$ cat src/rtl/uart_rx.sv
// 8-bit UART receiver with 2-flop input synchronizer and mid-bit sampling.
// Define UART_RX_PARITY_EN to expect an even-parity bit between data and stop.
module uart_rx #(
  parameter int BAUD_RATE      = 115_200,
  parameter int EXTERNAL_CLOCK = 50_000_000
) (
  input  logic       clk,
  input  logic       async_nreset,
  input  logic       data_in,
  output logic [7:0] data_out,
  output logic       data_valid,
  output logic       parity_error,
  output logic       frame_error,
  output logic [2:0] state_dbg_o
);

  localparam int CLKS_PER_BIT = EXTERNAL_CLOCK / BAUD_RATE;
  localparam int HALF_BIT     = CLKS_PER_BIT / 2;
  localparam int CW           = $clog2(CLKS_PER_BIT + 1);
  localparam logic [CW-1:0] BIT_LAST  = CW'(CLKS_PER_BIT - 1);
  localparam logic [CW-1:0] HALF_LAST = CW'(HALF_BIT - 1);

  // Encoding is visible on state_dbg_o: IDLE=0 START=1 DATA=2 PARITY=3 STOP=4 WAIT_IDLE=5.
  typedef enum logic [2:0] {
    IDLE      = 3'd0,
    START     = 3'd1,
    DATA      = 3'd2,
    PARITY    = 3'd3,
    STOP      = 3'd4,
    WAIT_IDLE = 3'd5
  } state_e;

  state_e        state_q, state_d;
  logic [CW-1:0] cnt_q, cnt_d;
  logic [2:0]    bit_idx_q, bit_idx_d;
  logic [7:0]    shift_q, shift_d;
  logic [7:0]    data_out_q, data_out_d;
  logic          valid_q, valid_d;
  logic          perr_q, perr_d;
  logic          ferr_q, ferr_d;
  logic          sync1_q, sync2_q;
  logic          rx_s;
  logic          mid_bit;
`ifdef UART_RX_PARITY_EN
  logic          par_q, par_d;
`endif

  assign rx_s    = sync2_q;
  assign mid_bit = (cnt_q == BIT_LAST);

  always_ff @(posedge clk or negedge async_nreset) begin
    if (!async_nreset) begin
      sync1_q    <= 1'b1;
      sync2_q    <= 1'b1;
      state_q    <= IDLE;
      cnt_q      <= '0;
      bit_idx_q  <= '0;
      shift_q    <= '0;
      data_out_q <= '0;
      valid_q    <= 1'b0;
      perr_q     <= 1'b0;
      ferr_q     <= 1'b0;
`ifdef UART_RX_PARITY_EN
      par_q      <= 1'b0;
`endif
    end else begin
      sync1_q    <= data_in;
      sync2_q    <= sync1_q;
      state_q    <= state_d;
      cnt_q      <= cnt_d;
      bit_idx_q  <= bit_idx_d;
      shift_q    <= shift_d;
      data_out_q <= data_out_d;
      valid_q    <= valid_d;
      perr_q     <= perr_d;
      ferr_q     <= ferr_d;
`ifdef UART_RX_PARITY_EN
      par_q      <= par_d;
`endif
    end
  end

  always_comb begin
    state_d    = state_q;
    cnt_d      = cnt_q;
    bit_idx_d  = bit_idx_q;
    shift_d    = shift_q;
    data_out_d = data_out_q;
    valid_d    = 1'b0;
    perr_d     = 1'b0;
    ferr_d     = 1'b0;
`ifdef UART_RX_PARITY_EN
    par_d      = par_q;
`endif
    case (state_q)
      IDLE: begin
        if (!rx_s) begin
          state_d = START;
          cnt_d   = '0;
        end
      end
      START: begin
        // A start bit still low at its centre is real; otherwise it was a glitch.
        if (cnt_q == HALF_LAST) begin
          cnt_d     = '0;
          bit_idx_d = '0;
          state_d   = rx_s ? IDLE : DATA;
        end else begin
          cnt_d = cnt_q + CW'(1);
        end
      end
      DATA: begin
        if (mid_bit) begin
          cnt_d     = '0;
          shift_d   = {rx_s, shift_q[7:1]};
          bit_idx_d = bit_idx_q + 3'd1;
          if (bit_idx_q == 3'd7) begin
`ifdef UART_RX_PARITY_EN
            state_d = PARITY;
`else
            state_d = STOP;
`endif
          end
        end else begin
          cnt_d = cnt_q + CW'(1);
        end
      end
`ifdef UART_RX_PARITY_EN
      PARITY: begin
        if (mid_bit) begin
          cnt_d   = '0;
          par_d   = rx_s;
          state_d = STOP;
        end else begin
          cnt_d = cnt_q + CW'(1);
        end
      end
`endif
      STOP: begin
        if (mid_bit) begin
          cnt_d      = '0;
          data_out_d = shift_q;
          valid_d    = 1'b1;
          ferr_d     = ~rx_s;
`ifdef UART_RX_PARITY_EN
          perr_d     = par_q ^ (^shift_q);
`endif
          state_d    = rx_s ? IDLE : WAIT_IDLE;
        end else begin
          cnt_d = cnt_q + CW'(1);
        end
      end
      WAIT_IDLE: begin
        if (rx_s) state_d = IDLE;
      end
      default: state_d = IDLE;
    endcase
  end

  assign data_out     = data_out_q;
  assign data_valid   = valid_q;
  assign parity_error = perr_q;
  assign frame_error  = ferr_q;
  assign state_dbg_o  = state_q;

endmodule

$ cat config.mk
export PLATFORM = sky130hd
export DESIGN_NAME = uart_rx
export DESIGN_NICKNAME = d
export VERILOG_FILES = /design/src/rtl/uart_rx.sv
export SDC_FILE = /design/constraint.sdc
export NUM_CORES = 1
export LEC_CHECK = 0
export ABC_AREA = 1
export CAP_MARGIN = 25
export CORE_MARGIN = 10
export CORE_UTILIZATION = 30
export DETAILED_ROUTE_END_ITERATION = 7
export GPL_TIMING_DRIVEN = 0
export PLACE_DENSITY = 0.53
export SKIP_CTS_REPAIR_TIMING = 1
export SLEW_MARGIN = 25
export SYNTH_ARGS = -nofsm -noshare
export SYNTH_HDL_FRONTEND = slang
export SYNTH_SLANG_ARGS = --single-unit
export TNS_END_PERCENT = 30
$ cat constraint.sdc
create_clock -name clk -period 2.6 [get_ports clk]
set_input_delay 0.26 -clock clk [delete_from_list [all_inputs] [get_ports clk]]
set_output_delay 0.26 -clock clk [all_outputs]
set_load 0.02 [all_outputs]
======== Word-level counts from Yosys, hierarchy flattened ========
Cells that the tools add are included.
Widths: inputs -> output; s select.
storage, ports and cells
  register bits after elaboration ......... 35
  bits of input ports ..................... 3
  output and inout port bits .............. 14
operators by class
  reductions and logical operators ........ 9
  mux-type cells .......................... 20
  add/subtract/negate cells ............... 2
  bitwise gates (word level) .............. 1
  equality and inequality tests ........... 13
operators with widths
  operator             count
  $mux 3               9
  $mux 9               3
  $pmux 9 s3           1
  $pmux 3 s5           1
  $ne 2x2->1 const B   6
  $add 9x1->9 const B  1
  $eq 3x3->1 const B   3
  $eq 9x8->1 const B   1
  $eq 9x9->1 const B   1
  $pmux 3 s2           1
  $reduce_and 2->1     3
  $reduce_and 6->1     1
  $mux 1               4
  $add 3x1->3 const B  1
  $eq 3x1->1 const B   1
  $eq 3x2->1 const B   1
  $logic_not 3->1      1
  $reduce_and 3->1     1
  $reduce_bool 3->1    1
  $mux 2               1
  $reduce_bool 2->1    1
  $reduce_or 2->1      1
  $not 1->1            1

======== Longest topological paths before layout ========
  depth in word-level cells ............... 4
  depth in mapped cells ................... 10

======== Least setup slack after synthesis ========
No wires, ideal clock.
  path type ............................... register -> register
  start ................................... register state_q[1], in the netlist state_dbg_o[1]
  end ..................................... register state_q[0], in the netlist state_dbg_o[0]
  clock period less this slack ............ 1,420 ps
  data required time ...................... 2,482 ps
  stages on the path, launching flop included .. 9
  slack ................................... 1,180 ps
  data arrival time ....................... 1,302 ps
  cells stage by stage .................... dfrtp_1 > nor2_2 > nand2_4 > nand2_4 > nand2_1 > nand2_2 > inv_2 > nand3_1 > nand2_1
between the ends
  longest elaborated chain between the ends .. 3
RTL lines
  element                             RTL line  RTL
  start, declared                     33        state_e state_q, state_d;
  start signal, assigned              69        state_q <= state_d;
  $eq 3x2->1 (tied with other cells)  95        case (state_q)
  $ne 2x2->1 (no source line)         --
  $reduce_and 6->1 (no source line)   --
Parallel ways exist; a longest one is shown, timed or not.
A chain may end at the register's enable or synchronous reset.

======== Worst setup path after layout ========
  start ................................... register state_q[2], in the netlist state_dbg_o[2]
  end ..................................... output port state_dbg_o[2]
RTL lines
  element        RTL line  RTL
  end, declared  14        output logic [2:0] state_dbg_o
No word-level cell between the ends.

==> results.cfg <==
[status]
result_of_the_run = complete, no violations

[sta]
timing.setup.tns_ps = 0
period_needed_ps = 1787
drv_slew = 0
maxClockFrequency_mhz = 559.7
finalCritPeriodShare_pct = 68.72
final_setup_violation_count = 0
hold_viol_final = 0
clock-skew-final_ps = 2.237
tightest_slew_ps = 516.2
rsz0062_at_grt = false
slew-limit-headroom_pct = 65.40

[setup_path]
worstPathMaxFanout = 8
crit_path_max_delay_cell_type = sky130_fd_sc_hd__clkdlybuf4s50_1
worst-endpoint-required_ps = 2340
cp_cell_sequence = clkdlybuf4s50_1
cp.depth = 1
worst_path_dominant_cell_family = buffers and inverters
timing.critical_path.from_type = flop
cp.arrival_ps = 1530
critical_path.n_buffers_inverters = 1
ff2ff_setup_slack_ps = 970
end_kind = output pin
worst-setup-path-type = reg -> out
timing.reg2reg.worst_path_depth = 6
critical-path-max-stage-delay_ps = 680

[layout]
finalNetCount = 259
antenna_cells_inserted = 0
layout-area-overhead-vs-synth_pct = 21.93
finalNonFillerCells = 327
final_layout_size_suffix_gt1_share_pct = 11.90
finish.instance_area_um2 = 2233
filler_cell_count = 607

[clock_network]
cts_inserted_buffers = 5
cts_num_sinks = 35
cts_clk_pin_slew_worst_paths_ps = 70
ctsHtreeMaxLevel = 2
tritoncts = yes
clock_tree.buffer_depth = 2
ctsRootBufferMaster = sky130_fd_sc_hd__clkbuf_8
worst_skew_pair.late_latency_ps = 290

[routing]
drt_drc_violations_left = 0
dr_total_vias = 1479
routed_via_density = 4.523
routed_wirelength_um = 3947
ant_nets = 0
drt_first_iter_violations = 56
post_drt_wl_per_cell_um = 12.07
dr.pass1.iters = 4

[synth]
post_synth_num_cell_types = 28
seq_area_frac_synth_pct = 47.95
synth.avg_cell_area_um2 = 8.069
synth.cell_area_um2 = 1832
netlist_instances = 227
yosysWarnings = 0
ys_ff_latch = 35
postSynthNetCount = 235

[worst_hold_path]
timing.hold.worst.class = reg -> reg
hold_depth = 0

[placed_design]
io_buffer_count = 15
gpl.final_weighted_congestion = 0.8139
placement.cell_area_um2 = 2091
placedCellCount = 318
place_hpwl_um = 2922

[grt]
grt_start_max_net_pins = 25
grt_util_all_layers_pct = 8.815
antenna_violations_before_repair = 0
grt_pass1_vias = 1423
grt-ovfl-total = 0
grt_first_pass_wirelength_um = 7044

[pwr]
peakVddDrop_v = 0.0002406
pwr-share-seq_pct = 47.7
p_clk_share_pct = 50.6
total_switching_power_uw = 214.4
power.static_leakage_uw = 0.001146
pwr-share-comb_pct = 1.7
design_internal_power_uw = 937.4
power.switching_fraction_pct = 18.61
pwr_density_cell_nw_per_um2 = 515.7

[floorplan]
initial_core_util_pct = 30.94
die_w_um = 98.14
ios = 17
floorplan.core_area_um2 = 5921
fp.dieArea_um2 = 9631
fp.dieH_um = 98.14
floorplan.rows = 28

[flow_run]
max_cap_violations = 0
-- layer usage --
metal	wire length, um	global-route usage, %	up-vias	part of all wire [%]
met5	0	0	-	0
met4	89	5.292	0	2.3
met3	185	2.467	6	4.7
met2	1733	12.84	24	44
met1	1939	11.28	678	49
li1	-	-	771	-
-- flip-flops by register name, indices dropped and copies added (netlist names) --
signal	count
shift_q	8
data_out	8
frame_error	1
sync1_q	1
bit_idx_q	3
rx_s	1
data_valid	1
state_dbg_o	3
cnt_q	9
-- final cells by class --
type / instances / area, um2 / share of cell area [%]
Multi-Input combinational cell: 169 / 854.6 / 38.26
Inverter: 19 / 71.32 / 3.193
Tap cell: 75 / 93.84 / 4.202
Sequential cell: 35 / 878.3 / 39.33
Buffer: 4 / 27.53 / 1.232
Clock inverter: 2 / 60.06 / 2.689
Clock buffer: 6 / 72.57 / 3.249
Timing Repair Buffer: 17 / 175.2 / 7.843
-- logic make-up after synthesis --
group	count (synthesis)	synth area share (%)
fa+ha+maj	5	3.415
buf+inv	23	5.395
flops	35	47.95
xor+xnor	4	1.912
compound gates	18	5.875
simple gates	141	35.25
other cells	1	0.2047
-- synth_stat cells --
cell,n,area [um2]
sky130_fd_sc_hd__nand2_1,83,311.6
sky130_fd_sc_hd__dfrtp_1,33,825.8
sky130_fd_sc_hd__nand3_1,25,125.1
sky130_fd_sc_hd__inv_1,15,56.30
sky130_fd_sc_hd__nor2_1,15,56.30
sky130_fd_sc_hd__o21ai_0,13,65.06
sky130_fd_sc_hd__ha_1,5,62.56
sky130_fd_sc_hd__inv_2,4,15.01
sky130_fd_sc_hd__nor3_1,4,20.02
sky130_fd_sc_hd__xor2_1,4,35.03
sky130_fd_sc_hd__buf_4,3,22.52
sky130_fd_sc_hd__nand4_1,3,18.77
sky130_fd_sc_hd__dfstp_2,2,52.55
sky130_fd_sc_hd__nand2_4,2,22.52
sky130_fd_sc_hd__nor2_2,2,12.51
sky130_fd_sc_hd__o21ai_1,2,10.01
sky130_fd_sc_hd__a21boi_0,1,7.510
sky130_fd_sc_hd__buf_2,1,5.000
sky130_fd_sc_hd__conb_1,1,3.750
sky130_fd_sc_hd__nand2_2,1,6.260
sky130_fd_sc_hd__nand3_4,1,17.52
sky130_fd_sc_hd__nand3b_1,1,7.510
sky130_fd_sc_hd__nor2_4,1,11.26
sky130_fd_sc_hd__nor2_8,1,20.02
sky130_fd_sc_hd__nor3_2,1,10.01
sky130_fd_sc_hd__nor4_1,1,6.260
sky130_fd_sc_hd__o21ai_2,1,8.760
sky130_fd_sc_hd__o21ai_4,1,16.27
-- stage by stage --
| step | power (uW) | setup WS (ps) | utilization [%] | hold slack [ps] |
|---|---|---|---|---|
| 2_1_floorplan | 561.5 | 1180 | - | -35.59 |
| 3_3_place_gp | 576.4 | 432.0 | 35.06 | 348.7 |
| 3_5_place_dp | 579.6 | 975.1 | 35.31 | 178.4 |
| 4_1_cts | 1169 | 783.8 | 37.55 | -132.6 |
| 5_1_grt | 1198 | 729.0 | 37.72 | 352.8 |
| 6_report | 1152 | 813.3 | 37.72 | 360.0 |
-- layout by cell type, fill, tap and decap left out, types with 3 or more instances in the layout --
| cell | instances |
|---|---|
| sky130_fd_sc_hd__nand2_1 | 83 |
| sky130_fd_sc_hd__dfrtp_1 | 33 |
| sky130_fd_sc_hd__nand3_1 | 25 |
| sky130_fd_sc_hd__inv_1 | 15 |
| sky130_fd_sc_hd__nor2_1 | 15 |
| sky130_fd_sc_hd__clkdlybuf4s50_1 | 14 |
| sky130_fd_sc_hd__o21ai_0 | 13 |
| sky130_fd_sc_hd__ha_1 | 5 |
| sky130_fd_sc_hd__clkbuf_8 | 5 |
| sky130_fd_sc_hd__nor3_1 | 4 |
| sky130_fd_sc_hd__inv_2 | 4 |
| sky130_fd_sc_hd__xor2_1 | 4 |
| sky130_fd_sc_hd__buf_4 | 3 |
| sky130_fd_sc_hd__nand4_1 | 3 |
-- power groups by stage --
stage	clock (uW)	sequential, uW	combinational [uW]
after global routing	626	549	23.1
after detailed placement	0	559	20.3
after CTS	600	549	20.3
after floorplan	0	559	2.76
after global placement	0	559	17.1
final	583	549	20.1
-- final timing paths --
kind / startpoint / endpoint
max: state_dbg_o[2]$_DFFE_PN0P_ / state_dbg_o[2]
min: sync1_q$_DFF_PN1_ / rx_s$_DFF_PN1_
max reg2reg: state_dbg_o[1]$_DFFE_PN0P_ / state_dbg_o[2]$_DFFE_PN0P_
min reg2reg: sync1_q$_DFF_PN1_ / rx_s$_DFF_PN1_
max in group asynchronous: async_nreset / sync1_q$_DFF_PN1_
min in group asynchronous: async_nreset / cnt_q[7]$_DFFE_PN0P_
No activity file was read; power rests on OpenSTA's default activity.
